`config.mk`:
```
export PLATFORM = sky130hd
export DESIGN_NAME = uart_msg_rx
export DESIGN_NICKNAME = d
export VERILOG_FILES = /design/src/rtl/uart_msg_rx.sv
export SDC_FILE = /design/constraint.sdc
export NUM_CORES = 1
export LEC_CHECK = 0
export CAP_MARGIN = 20
export CORE_MARGIN = 3
export CORE_UTILIZATION = 35
export CTS_CLUSTER_DIAMETER = 30
export DETAILED_ROUTE_END_ITERATION = 10
export SYNTH_ARGS = -nofsm -noshare
export SYNTH_HDL_FRONTEND = slang
export SYNTH_SLANG_ARGS = --single-unit
```
`constraint.sdc`:
```
create_clock -name clk -period 6.6 [get_ports clk]
set_clock_uncertainty 0.15 [all_clocks]
set_input_delay 1.32 -clock clk [delete_from_list [all_inputs] [get_ports clk]]
set_output_delay 1.32 -clock clk [all_outputs]
set_load 0.01 [all_outputs]
```
`src/rtl/uart_msg_rx.sv`:
```
// uart_msg_rx: 8N1 UART receiver feeding a parser for "GBI<d>-<c>-#\0" node/colour messages.
// Latency: rx_valid 1 cycle after the stop-bit sample; msg_valid/msg_err 1 cycle after rx_valid.
// Backpressure: none; bytes and messages are pulsed out once and never stalled.
// Ports: clk, rst (async active-high), rx (raw serial line) ->
//        rx_data/rx_valid (byte), msg_valid/node_num/colour (message), msg_err (framing or parse error).
// Optional: define UART_MSG_ERR_CNT_EN to add err_cnt[7:0], a saturating count of msg_err pulses.
module uart_msg_rx #(
    parameter int CLKS_PER_BIT = 434
) (
    input  logic       clk,
    input  logic       rst,
    input  logic       rx,
    output logic [7:0] rx_data,
    output logic       rx_valid,
    output logic       msg_valid,
    output logic [1:0] node_num,
    output logic [2:0] colour,
    output logic       msg_err
`ifdef UART_MSG_ERR_CNT_EN
    ,
    output logic [7:0] err_cnt
`endif
);

    localparam int CW = (CLKS_PER_BIT > 1) ? $clog2(CLKS_PER_BIT) : 1;
    localparam logic [CW-1:0] FULL_M1 = CW'(CLKS_PER_BIT - 1);
    localparam logic [CW-1:0] HALF_M1 = CW'(CLKS_PER_BIT / 2 - 1);

    typedef enum logic [2:0] {S_IDLE, S_START, S_DATA, S_STOP, S_WAIT_HIGH} bit_state_t;

    // ---------------- synchronizer and start-edge detect ----------------
    logic       rx_meta_q, rx_sync_q, rx_prev_q;
    logic [1:0] settle_q;
    logic       fall_edge;

    always_ff @(posedge clk or posedge rst) begin
        if (rst) begin
            rx_meta_q <= 1'b1;
            rx_sync_q <= 1'b1;
            rx_prev_q <= 1'b1;
            settle_q  <= 2'd0;
        end else begin
            rx_meta_q <= rx;
            rx_sync_q <= rx_meta_q;
            rx_prev_q <= rx_sync_q;
            if (settle_q != 2'd3) settle_q <= settle_q + 2'd1;
        end
    end

    // The synchronizer resets to 1, so a line held low through reset would look
    // like a falling edge; edges count only once real samples fill the pipeline.
    assign fall_edge = (settle_q == 2'd3) && rx_prev_q && !rx_sync_q;

    // ---------------- bit FSM ----------------
    bit_state_t    state_q, state_d;
    logic [CW-1:0] cnt_q, cnt_d;
    logic [2:0]    bit_idx_q, bit_idx_d;
    logic [7:0]    shift_q, shift_d;
    logic          bit_tick, byte_ok, frame_err;

    always_ff @(posedge clk or posedge rst) begin
        if (rst) begin
            state_q   <= S_IDLE;
            cnt_q     <= '0;
            bit_idx_q <= 3'd0;
            shift_q   <= 8'd0;
        end else begin
            state_q   <= state_d;
            cnt_q     <= cnt_d;
            bit_idx_q <= bit_idx_d;
            shift_q   <= shift_d;
        end
    end

    always_comb begin
        state_d   = state_q;
        cnt_d     = cnt_q;
        bit_idx_d = bit_idx_q;
        shift_d   = shift_q;
        case (state_q)
            S_IDLE: begin
                if (fall_edge) begin
                    state_d   = S_START;
                    cnt_d     = '0;
                    bit_idx_d = 3'd0;
                end
            end
            S_START: begin
                if (bit_tick) begin
                    cnt_d   = '0;
                    state_d = rx_sync_q ? S_IDLE : S_DATA;
                end else begin
                    cnt_d = cnt_q + 1'b1;
                end
            end
            S_DATA: begin
                if (bit_tick) begin
                    cnt_d   = '0;
                    shift_d = {rx_sync_q, shift_q[7:1]};
                    if (bit_idx_q == 3'd7) state_d = S_STOP;
                    else                   bit_idx_d = bit_idx_q + 3'd1;
                end else begin
                    cnt_d = cnt_q + 1'b1;
                end
            end
            S_STOP: begin
                if (bit_tick) begin
                    cnt_d   = '0;
                    state_d = rx_sync_q ? S_IDLE : S_WAIT_HIGH;
                end else begin
                    cnt_d = cnt_q + 1'b1;
                end
            end
            S_WAIT_HIGH: begin
                if (rx_sync_q) state_d = S_IDLE;
            end
            default: state_d = S_IDLE;
        endcase
    end

    // Half-bit sample in START centres every later sample in its bit cell.
    always_comb begin
        bit_tick  = 1'b0;
        byte_ok   = 1'b0;
        frame_err = 1'b0;
        case (state_q)
            S_START: bit_tick = (cnt_q == HALF_M1);
            S_DATA:  bit_tick = (cnt_q == FULL_M1);
            S_STOP: begin
                bit_tick  = (cnt_q == FULL_M1);
                byte_ok   = bit_tick && rx_sync_q;
                frame_err = bit_tick && !rx_sync_q;
            end
            default: bit_tick = 1'b0;
        endcase
    end

    logic [7:0] rx_data_q;
    logic       rx_valid_q;

    always_ff @(posedge clk or posedge rst) begin
        if (rst) begin
            rx_data_q  <= 8'd0;
            rx_valid_q <= 1'b0;
        end else begin
            rx_valid_q <= byte_ok;
            if (byte_ok) rx_data_q <= shift_q;
        end
    end

    // ---------------- parse FSM ----------------
    // pidx_q is the position in "GBI<d>-<c>-#\0" currently expected (0 = 'G').
    logic [3:0] pidx_q, pidx_d;
    logic [1:0] sh_node_q, sh_node_d, node_q, node_d;
    logic [2:0] sh_col_q, sh_col_d, col_q, col_d;
    logic       msg_valid_q, msg_valid_d, msg_err_q, msg_err_d;
    logic       byte_match;
    logic [2:0] col_val;

    always_ff @(posedge clk or posedge rst) begin
        if (rst) begin
            pidx_q      <= 4'd0;
            sh_node_q   <= 2'd0;
            sh_col_q    <= 3'd0;
            node_q      <= 2'd0;
            col_q       <= 3'd0;
            msg_valid_q <= 1'b0;
            msg_err_q   <= 1'b0;
        end else begin
            pidx_q      <= pidx_d;
            sh_node_q   <= sh_node_d;
            sh_col_q    <= sh_col_d;
            node_q      <= node_d;
            col_q       <= col_d;
            msg_valid_q <= msg_valid_d;
            msg_err_q   <= msg_err_d;
        end
    end

    always_comb begin
        pidx_d      = pidx_q;
        sh_node_d   = sh_node_q;
        sh_col_d    = sh_col_q;
        node_d      = node_q;
        col_d       = col_q;
        msg_valid_d = 1'b0;
        msg_err_d   = frame_err;
        if (frame_err) begin
            pidx_d    = 4'd0;
            sh_node_d = 2'd0;
            sh_col_d  = 3'd0;
        end else if (rx_valid_q) begin
            if (byte_match) begin
                if (pidx_q == 4'd8) begin
                    node_d      = sh_node_q;
                    col_d       = sh_col_q;
                    msg_valid_d = 1'b1;
                    pidx_d      = 4'd0;
                end else begin
                    if (pidx_q == 4'd3) sh_node_d = rx_data_q[1:0];
                    if (pidx_q == 4'd5) sh_col_d  = col_val;
                    pidx_d = pidx_q + 4'd1;
                end
            end else begin
                msg_err_d = 1'b1;
                // A stray 'G' is itself a valid message start.
                pidx_d    = (rx_data_q == 8'h47) ? 4'd1 : 4'd0;
            end
        end
    end

    always_comb begin
        col_val = 3'b000;
        case (rx_data_q)
            8'h4D:   col_val = 3'b001;
            8'h44:   col_val = 3'b010;
            8'h57:   col_val = 3'b100;
            default: col_val = 3'b000;
        endcase
        case (pidx_q)
            4'd0:    byte_match = (rx_data_q == 8'h47);
            4'd1:    byte_match = (rx_data_q == 8'h42);
            4'd2:    byte_match = (rx_data_q == 8'h49);
            4'd3:    byte_match = (rx_data_q >= 8'h31) && (rx_data_q <= 8'h33);
            4'd4:    byte_match = (rx_data_q == 8'h2D);
            4'd5:    byte_match = (col_val != 3'b000);
            4'd6:    byte_match = (rx_data_q == 8'h2D);
            4'd7:    byte_match = (rx_data_q == 8'h23);
            4'd8:    byte_match = (rx_data_q == 8'h00);
            default: byte_match = 1'b0;
        endcase
    end

`ifdef UART_MSG_ERR_CNT_EN
    logic [7:0] err_cnt_q;

    always_ff @(posedge clk or posedge rst) begin
        if (rst)                                err_cnt_q <= 8'd0;
        else if (msg_err_q && err_cnt_q != 8'hFF) err_cnt_q <= err_cnt_q + 8'd1;
    end

    assign err_cnt = err_cnt_q;
`endif

    assign rx_data   = rx_data_q;
    assign rx_valid  = rx_valid_q;
    assign msg_valid = msg_valid_q;
    assign msg_err   = msg_err_q;
    assign node_num  = node_q;
    assign colour    = col_q;

endmodule

```
==> results.json, run 1 <==
{
  "synthXorXnorAreaFrac": 0.0335,
  "grt.met3_usage": 0.0281,
  "numPortBuffers": 18,
  "insertion_delay_ps": 300,
  "avgSynthCellArea_um2": 10.4,
  "die_w_um": 96.7,
  "final_max_slew_viol_count": 0,
  "path_delay_family": "buffers and inverters",
  "route.detailed.wl_per_inst_um": 14.1,
  "ys_seq_area_frac": 0.462,
  "drc_errors": 0,
  "grt_remaining_overflow": 0,
  "max_cap_viol_count": 0,
  "holdCritPathClass": "register to register",
  "instances_no_fill": 394,
  "ant_nets": 0,
  "setup.worst_path.class": "register to output pin",
  "nFillCells": 806,
  "synth_cells": 277,
  "drt-total-wl_um": 5570,
  "period_share": 0.455,
  "arrival_ps": 1530,
  "synth_compound_gate_area_share": 0.106,
  "start_kind": "register",
  "tritoncts": "built",
  "diodes": 0,
  "hold_viol_final": 0,
  "syn_area_um2": 2880,
  "required_ps": 5130,
  "numClockSinks": 53,
  "tns_ps": 0,
  "cp-end-kind": "output pin",
  "setup_viol": 0,
  "syn-num-nets": 290,
  "cpMaxStageDelayCell": "clkdlybuf4s50_1",
  "synthArstFlopShare": 1.00,
  "ys_warn_count": 0,
  "ys_types": 54,
  "post_cts_buffers": 0,
  "start_util": 0.367,
  "synthSimpleGateAreaFrac": 0.195,
  "antenna_found_initial": 0,
  "gr-usage-met1": 0.182,
  "pre_cts_ws_ps": 3740,
  "htreeDepth": 2,
  "cts_repair_resize_count": 0,
  "p_leak_nw": 1.44,
  "die_area_um2": 9350,
  "viasPerCell": 5.17,
  "vias": 2038,
  "first_global_vias": 2011,
  "cp.buffers_inverters": 1,
  "crit_chain": "clkdlybuf4s50_1",
  "dpl.cell_count": 385,
  "drtPass1Iterations": 4,
  "ys.flop_type": "dfrtp_1",
  "core-area_um2": 7850,
  "fmax_ghz": 0.333,
  "numCtsBuffers": 5,
  "powerDensity_nw_per_um2": 208,
  "path_max_fanout": 11,
  "area_growth_pct": 12.0,
  "cts.hold.buffers_added": 0,
  "synth-edff-count": 0,
  "nets": 304,
  "io_pins": 19,
  "max_stage_delay_ps": 620,
  "grt_usage": 0.126,
  "die_y_um": 96.7,
  "clock-root-buffer": "clkbuf_8",
  "use_met2": 0.189,
  "drtIter0Drc": 103,
  "slew_headroom": 0.528,
  "ir_worst_vdd_mv": 0.114,
  "synth_seq_cells": 53,
  "hpwl_um": 3940,
  "layout_min_cycle_time_ps": 3000,
  "grt_pass1_wl_um": 9960,
  "synthMuxAreaShare": 0.123,
  "synth_fa_ha_area_frac": 0.0435,
  "grt-busiest-layer": "met2",
  "gp_congestion": 0.805,
  "tightest_slew_ps": 703,
  "clockBufferDepth": 2,
  "status": "complete, no violations",
  "grt_max_degree": 54,
  "setup_slack_ps": 3600,
  "drive_above_1_share": 0.134,
  "synth_top_family_by_area": "simple AND/OR/NAND/NOR gates",
  "clkTransAtPathRegs_ps": 90,
  "std_cell_rows": 32,
  "rsz0062_at_grt": "false"
}
[area by class of cell]
| class | count | area, um2 | area share |
|---|---|---|---|
| inverters | 12 | 45.0 | 0.0140 |
| clock buffers | 7 | 76.3 | 0.0237 |
| well taps | 102 | 128 | 0.0396 |
| repair buffers | 19 | 200 | 0.0621 |
| clock inverters | 1 | 5.00 | 0.00155 |
| multi-input cells | 200 | 1440 | 0.447 |
| flip-flops and latches | 53 | 1330 | 0.412 |
[logic make-up after synthesis]
group / after synthesis
AOI/OAI and AO/OA: 42
xor gates and xnor gates: 11
adders and majority gates: 10
buffers and inverters: 24
DFF: 53
muxes: 32
and+or+nand+nor: 105
[metrics by stage]
step                area (um2)  hold WS (ps)  power [mW]   util
finish                    3220           209       0.672  0.411
global route              3220           212       0.718  0.411
CTS                       3200           211       0.680  0.408
detailed placement        3120           197       0.505  0.398
global placement          3120           196       0.497  0.398
floorplan                 2880           195       0.477      -
[metal layers]
| metal | vias to the layer above | part of all wire |
|---|---|---|
| li1 | 1016 | - |
| met1 | 991 | 0.52 |
| met2 | 28 | 0.44 |
| met3 | 3 | 0.032 |
| met4 | 0 | 0.0038 |
| met5 | - | 0 |
[cell usage in the layout (no fill, tap or decap), drive strengths merged, types with 2 or more instances in the layout]
master,instances
a2bb2oi,2
dfrtp,50
nand2,25
xor2,6
o211ai,5
nand2b,4
nor3,9
a211o,2
and3,3
nor4,3
clkbuf,7
a21oi,4
ha,10
nand4,4
mux2,26
or3,3
nor2b,3
o22ai,2
or4,2
dfstp,3
nand3,8
and2,2
or3b,2
o21ai,12
a211oi,6
xnor2,5
a21o,3
clkdlybuf4s50,18
mux2i,6
nand3b,6
inv,12
nor3b,2
nor2,23
[where the power goes]
group / leakage, nW / switching, mW / internal [mW]
clock network: 0.0422 / 0.0996 / 0.0747
logic: 0.700 / 0.0504 / 0.0506
registers: 0.698 / 0.0409 / 0.356
[Yosys cell counts, drive strengths merged (2+ instances only)]
cell,instances,area (um2)
o22ai,2,12.5
nor2b,3,18.8
nand4,4,25.0
nand3b,6,45.0
a211o,2,17.5
nor2,23,86.3
a21oi,4,20.0
and2,2,12.5
xor2,6,52.6
ha,10,125
o211ai,5,51.3
mux2i,6,60.1
nor3,9,45.0
nand2,25,93.8
nand3,8,40.0
o21ai,12,60.1
clkbuf,6,22.5
buf,6,41.3
a2bb2oi,2,17.5
dfrtp,50,1250
xnor2,5,43.8
nand2b,4,25.0
or3,3,18.8
a211oi,6,50.1
nor3b,2,15.0
and3,3,23.8
mux2,26,293
dfstp,3,78.8
inv,12,45.0
or3b,2,17.5
nor4,3,18.8
a21o,3,22.5
or4,2,16.3
[path summary, 6_finish.rpt]
path | cells past startpoint | end | start | slack [ps]
min in group asynchronous | 2 | cnt_q[6]$_DFFE_PP0P_ | rst | 1130
worst min register to register | 0 | rx_sync_q$_DFF_PP1_ | rx_meta_q$_DFF_PP1_ | 210
worst min-delay path | 0 | rx_sync_q$_DFF_PP1_ | rx_meta_q$_DFF_PP1_ | 210
worst max register to register | 8 | node_num[0]$_DFFE_PP0P_ | pidx_q[0]$_DFFE_PP0P_ | 3900
worst max-delay path | 1 | rx_valid | rx_valid$_DFF_PP0_ | 3600
max in group asynchronous | 3 | rx_prev_q$_DFF_PP1_ | rst | 4600
[registers in the layout, indices dropped and copies added (netlist names)]
register,count
settle_q,2
cnt_q,9
state_q,3
bit_idx_q,3
rx_prev_q,1
rx_meta_q,1
rx_sync_q,1
shift_q,8
sh_col_q,3
sh_node_q,2
node_num,2
rx_valid,1
msg_err,1
colour,3
msg_valid,1
pidx_q,4
rx_data,8
Power figures use the tool's default switching activity.
==> run 2, diff against run 1 <==
==> constraint.sdc (replaced) <==
create_clock -name clk -period 2.7 [get_ports clk]
set_clock_uncertainty 0.15 [all_clocks]
set_input_delay 0.54 -clock clk [delete_from_list [all_inputs] [get_ports clk]]
set_output_delay 0.54 -clock clk [all_outputs]
set_load 0.01 [all_outputs]
==> run 2 against run 1 <==
Sequential power increased by 140%. Sequential cell count unchanged. Largest cell class unchanged. Critical path depth increased by 8. Critical path type is now register to register. First-iteration DRC count grew 49%. Global-route usage down 0.11 points.
==> results.json, run 2 (same netlist as run 1, synthesis figures left out) <==
{
  "gp_congestion": 0.852,
  "rrSetupSlack_ps": 180,
  "reg2reg_depth": 9,
  "cp-end-kind": "register",
  "max_cap_viol_count": 0,
  "tritoncts": "built",
  "final_max_slew_viol_count": 0,
  "routed-wl-met3_um": 161,
  "internal-power_mw": 1.19,
  "p_leak_nw": 1.50,
  "powerDensity_nw_per_um2": 510,
  "tns_ps": 0,
  "wl_met1_um": 2790,
  "area_growth_pct": 15.3,
  "vias": 2076,
  "largest_reg_flops": 9,
  "whs_path_depth": 0,
  "rsz0062_at_grt": "false",
  "insertion_delay_ps": 320,
  "status": "complete, no violations",
  "arrival_ps": 2570,
  "core-area_um2": 7850,
  "clock-root-buffer": "clkbuf_8",
  "final_cell_mix": "50 x dfrtp_1, 25 x nand2_1, 23 x nor2_1, 21 x mux2_2, 18 x clkdlybuf4s50_1",
  "first_global_vias": 2019,
  "die_w_um": 96.7,
  "hold_viol_final": 0,
  "dr_wl_met2_um": 2530,
  "drt-total-wl_um": 5580,
  "viasPerCell": 5.15,
  "setup.worst_path.class": "register to register",
  "numPortBuffers": 18,
  "dpl.cell_count": 395,
  "period_share": 0.933,
  "top_layer_used": "met4",
  "crit_end": "colour[2]$_DFFE_PP0P_",
  "critPathLaunch": "pidx_q[0]$_DFFE_PP0P_",
  "drive_above_1_share": 0.173,
  "numClockSinks": 53,
  "clkPwrFrac": 0.285,
  "power_switching_share": 0.298,
  "antenna_found_initial": 0,
  "r2r_end": "colour[2]$_DFFE_PP0P_",
  "combPwrFrac": 0.145,
  "pwr-share-seq": 0.570,
  "start_util": 0.367,
  "nets": 313,
  "drtPass1Iterations": 5,
  "slew_headroom": 0.603,
  "cts.hold.buffers_added": 0,
  "layout_commonest_cell": "dfrtp_1",
  "fmax_ghz": 0.397,
  "ant_nets": 0,
  "die_area_um2": 9350,
  "drtIter0Drc": 153,
  "clockBufferDepth": 2,
  "multi_input_area_um2": 1450,
  "grt_pass1_wl_um": 9830,
  "diodes": 0,
  "postLayoutCoreUtil": 0.423,
  "grt_max_degree": 26,
  "r2r-start": "pidx_q[0]$_DFFE_PP0P_",
  "largest-register": "cnt_q",
  "grt_remaining_overflow": 0,
  "grt_usage": 0.124,
  "ir_worst_vdd_mv": 0.201,
  "post_cts_buffers": 0,
  "start_kind": "register",
  "tightest_slew_ps": 580,
  "numCtsBuffers": 5,
  "std_cell_rows": 32,
  "drc_errors": 0,
  "io_pins": 19,
  "route.detailed.wl_per_inst_um": 13.8,
  "htreeDepth": 2,
  "clkTransAtPathRegs_ps": 110,
  "dpl-instance-area_um2": 3210,
  "final_cell_area_um2": 3320,
  "hpwl_um": 4070,
  "regArea_um2": 1330,
  "setup_viol": 0,
  "p_switching_mw": 0.505,
  "nFillCells": 804,
  "die_y_um": 96.7,
  "instances_no_fill": 403,
  "cts_repair_resize_count": 0,
  "layout_min_cycle_time_ps": 2520,
  "holdCritPathClass": "register to register",
  "required_ps": 2750,
  "path_max_fanout": 6
}
run 2: cell count changes in the layout (fill, tap and decap cells not counted):
cell,change
a22oi_2,+1
clkinv_2,-1
inv_8,+1
clkbuf_1,-2
a211oi_2,+1
a22oi_1,-1
clkinv_4,+1
buf_4,+9
inv_6,+1
a211oi_1,-1
run 2: through the flow:
| stage | hold slack, ps | power, mW | setup WS [ps] |
|---|---|---|---|
| finish | 213 | 1.69 | 180 |
| global route | 223 | 1.82 | 21.7 |
| CTS | 214 | 1.72 | 127 |
| detailed placement | 197 | 1.23 | 163 |
| global placement | 196 | 1.22 | 211 |
| floorplan | 195 | 1.17 | 236 |
run 2: power by group through the flow:
| stage | logic, mW | registers, mW | clock network [mW] |
|---|---|---|---|
| 2_1_floorplan | 0.227 | 0.940 | 0 |
| 3_3_place_gp | 0.242 | 0.980 | 0 |
| 3_5_place_dp | 0.249 | 0.981 | 0 |
| 4_1_cts | 0.250 | 0.966 | 0.509 |
| 5_1_grt | 0.299 | 0.984 | 0.536 |
| 6_report | 0.245 | 0.965 | 0.483 |
run 2: worst min-delay path by stage:
| stage | from | to | slack, ps |
|---|---|---|---|
| 2_1_floorplan | rx_meta_q$_DFF_PP1_ | rx_sync_q$_DFF_PP1_ | 200 |
| 3_3_place_gp | rx_meta_q$_DFF_PP1_ | rx_sync_q$_DFF_PP1_ | 200 |
| 3_5_place_dp | rx_meta_q$_DFF_PP1_ | rx_sync_q$_DFF_PP1_ | 200 |
| 4_1_cts | rx_meta_q$_DFF_PP1_ | rx_sync_q$_DFF_PP1_ | 210 |
| 5_1_grt | rx_meta_q$_DFF_PP1_ | rx_sync_q$_DFF_PP1_ | 220 |
| 6_report | rx_meta_q$_DFF_PP1_ | rx_sync_q$_DFF_PP1_ | 210 |
run 2: area by class of cell:
cell class,instances,share of cell area
clock buffer,5,0.0207
clock inverter,3,0.00867
inverter,12,0.0136
multi-input combinational,200,0.437
sequential,53,0.401
tap,102,0.0385
timing repair buffer,28,0.0807
run 2: layer usage:
metal,up-vias,GRT usage
li1,1032,-
met1,997,0.180
met2,40,0.188
met3,7,0.0245
met4,0,0.0389
met5,-,0
run 2: worst max-delay path: stages (launching register included):
cell and delay [ps]:
dfrtp_1 430, inv_1 100, ha_1 230, buf_4 160, nor3_1 220, o21ai_0 160
o211a_1 180, and4_4 170, o211ai_4 260, mux2_1 350
==> run 3, diff against run 2 <==
--- a/config.mk
+++ b/config.mk
@@ -10,6 +10,7 @@
 export CORE_UTILIZATION = 35
 export CTS_CLUSTER_DIAMETER = 30
 export DETAILED_ROUTE_END_ITERATION = 10
+export PLACE_DENSITY = 0.57
 export SYNTH_ARGS = -nofsm -noshare
 export SYNTH_HDL_FRONTEND = slang
 export SYNTH_SLANG_ARGS = --single-unit
==> run 3 against run 2 <==
Count of clock-buffer cells in the layout stayed put. Highest routed layer unchanged. Register-to-register slack hardly changed. Largest power group unchanged. Via count is 1.2% lower. Sequential cell count stayed put. Global-route usage is 0.093 points higher.
==> results.json, run 3 (same netlist as run 1, synthesis figures left out) <==
{
  "layout_min_cycle_time_ps": 2530,
  "clkTransAtPathRegs_ps": 100,
  "cp-end-kind": "register",
  "io_pins": 19,
  "nets": 312,
  "total_power_mw": 1.67,
  "dr_wl_met2_um": 2420,
  "hold_viol_final": 0,
  "powerDensity_nw_per_um2": 507,
  "holdCritPathClass": "register to register",
  "final_max_slew_viol_count": 0,
  "drtIter0Drc": 100,
  "wl_met1_um": 3030,
  "hpwl_um": 4150,
  "period_share": 0.937,
  "drc_errors": 0,
  "grt_pass1_wl_um": 9890,
  "tritoncts": "built",
  "core-area_um2": 7850,
  "drt-total-wl_um": 5670,
  "slew_headroom": 0.604,
  "setup_viol": 0,
  "setup.worst_path.class": "register to register",
  "layout_commonest_cell": "dfrtp_1",
  "numPortBuffers": 18,
  "first_global_vias": 2024,
  "drtPass1Iterations": 4,
  "path_max_fanout": 7,
  "grt_usage": 0.125,
  "rrSetupSlack_ps": 170,
  "gp_congestion": 0.860,
  "vias": 2051,
  "grt_max_degree": 22,
  "cts.hold.buffers_added": 0,
  "p_leak_nw": 1.48,
  "std_cell_rows": 32,
  "required_ps": 2750,
  "cts_repair_resize_count": 0,
  "htreeDepth": 2,
  "holdWs_ps": 204,
  "post_cts_buffers": 0,
  "status": "complete, no violations",
  "max_cap_viol_count": 0,
  "largest-register": "cnt_q",
  "routed-wl-met3_um": 147,
  "clock-root-buffer": "clkbuf_8",
  "top_layer_used": "met4",
  "start_kind": "register",
  "antenna_found_initial": 0,
  "start_util": 0.367,
  "viasPerCell": 5.10,
  "route.detailed.wl_per_inst_um": 14.1,
  "grt_remaining_overflow": 0,
  "die_w_um": 96.7,
  "diodes": 0,
  "ant_nets": 0,
  "area_growth_pct": 14.6,
  "ir_worst_vdd_mv": 0.167,
  "largest_reg_flops": 9,
  "tightest_slew_ps": 578,
  "die_area_um2": 9350,
  "clockBufferDepth": 2,
  "numClockSinks": 53,
  "drive_above_1_share": 0.173,
  "final_cell_mix": "50 x dfrtp_1, 25 x nand2_1, 23 x nor2_1, 21 x mux2_2, 18 x clkdlybuf4s50_1",
  "die_y_um": 96.7,
  "numCtsBuffers": 5,
  "arrival_ps": 2580,
  "fmax_ghz": 0.395,
  "insertion_delay_ps": 310
}
[run 3: layout make-up]
cell class                      count  area (um2)
Inverter                           12        45.0
Clock inverter                      3        25.0
Clock buffer                        5        68.8
Sequential cell                    53        1330
Tap cell                          102         128
Timing Repair Buffer               27         248
Multi-Input combinational cell    200        1460
Fill cell                         813        4550
[run 3: where the power goes]
group	switching (mW)	total, mW	internal (mW)
clock	0.275	0.462	0.188
combinational	0.120	0.242	0.122
sequential	0.0990	0.969	0.870
[run 3: worst paths after layout]
kind / cells past startpoint / from / endpoint
min in group asynchronous: 2 / rst / state_q[0]$_DFFE_PP0P_
max reg2reg: 8 / pidx_q[0]$_DFFE_PP0P_ / colour[0]$_DFFE_PP0P_
min reg2reg: 0 / rx_meta_q$_DFF_PP1_ / rx_sync_q$_DFF_PP1_
min: 0 / rx_meta_q$_DFF_PP1_ / rx_sync_q$_DFF_PP1_
max: 8 / pidx_q[0]$_DFFE_PP0P_ / colour[0]$_DFFE_PP0P_
max in group asynchronous: 3 / rst / pidx_q[2]$_DFFE_PP0P_
[run 3: routing by layer]
| metal | global-route usage | up-vias |
|---|---|---|
| met1 | 0.186 | 976 |
| met4 | 0.0324 | 0 |
| met2 | 0.185 | 36 |
| met5 | 0 | - |
| li1 | - | 1034 |
| met3 | 0.0267 | 5 |
[run 3: critical path: stages (launching register included)]
cell and delay, ps:
dfrtp_1 450, inv_1 120, ha_1 310, a21oi_1 130, a211oi_2 310, xor2_1 220
and4_4 280, o211ai_4 120, mux2_1 340
[run 3: stage by stage]
stage | cells | area (um2) | setup slack [ps] | setup TNS [ps] | util
2_1_floorplan | 277 | 2880 | 236 | 0 | -
3_5_place_dp | 394 | 3190 | 97.5 | 0 | 0.407
6_report | 402 | 3300 | 169 | 0 | 0.420
5_1_grt | 402 | 3300 | -5.49 | -7.27 | 0.420
4_1_cts | 402 | 3280 | 81.5 | 0 | 0.419
3_3_place_gp | 394 | 3190 | 205 | 0 | 0.407
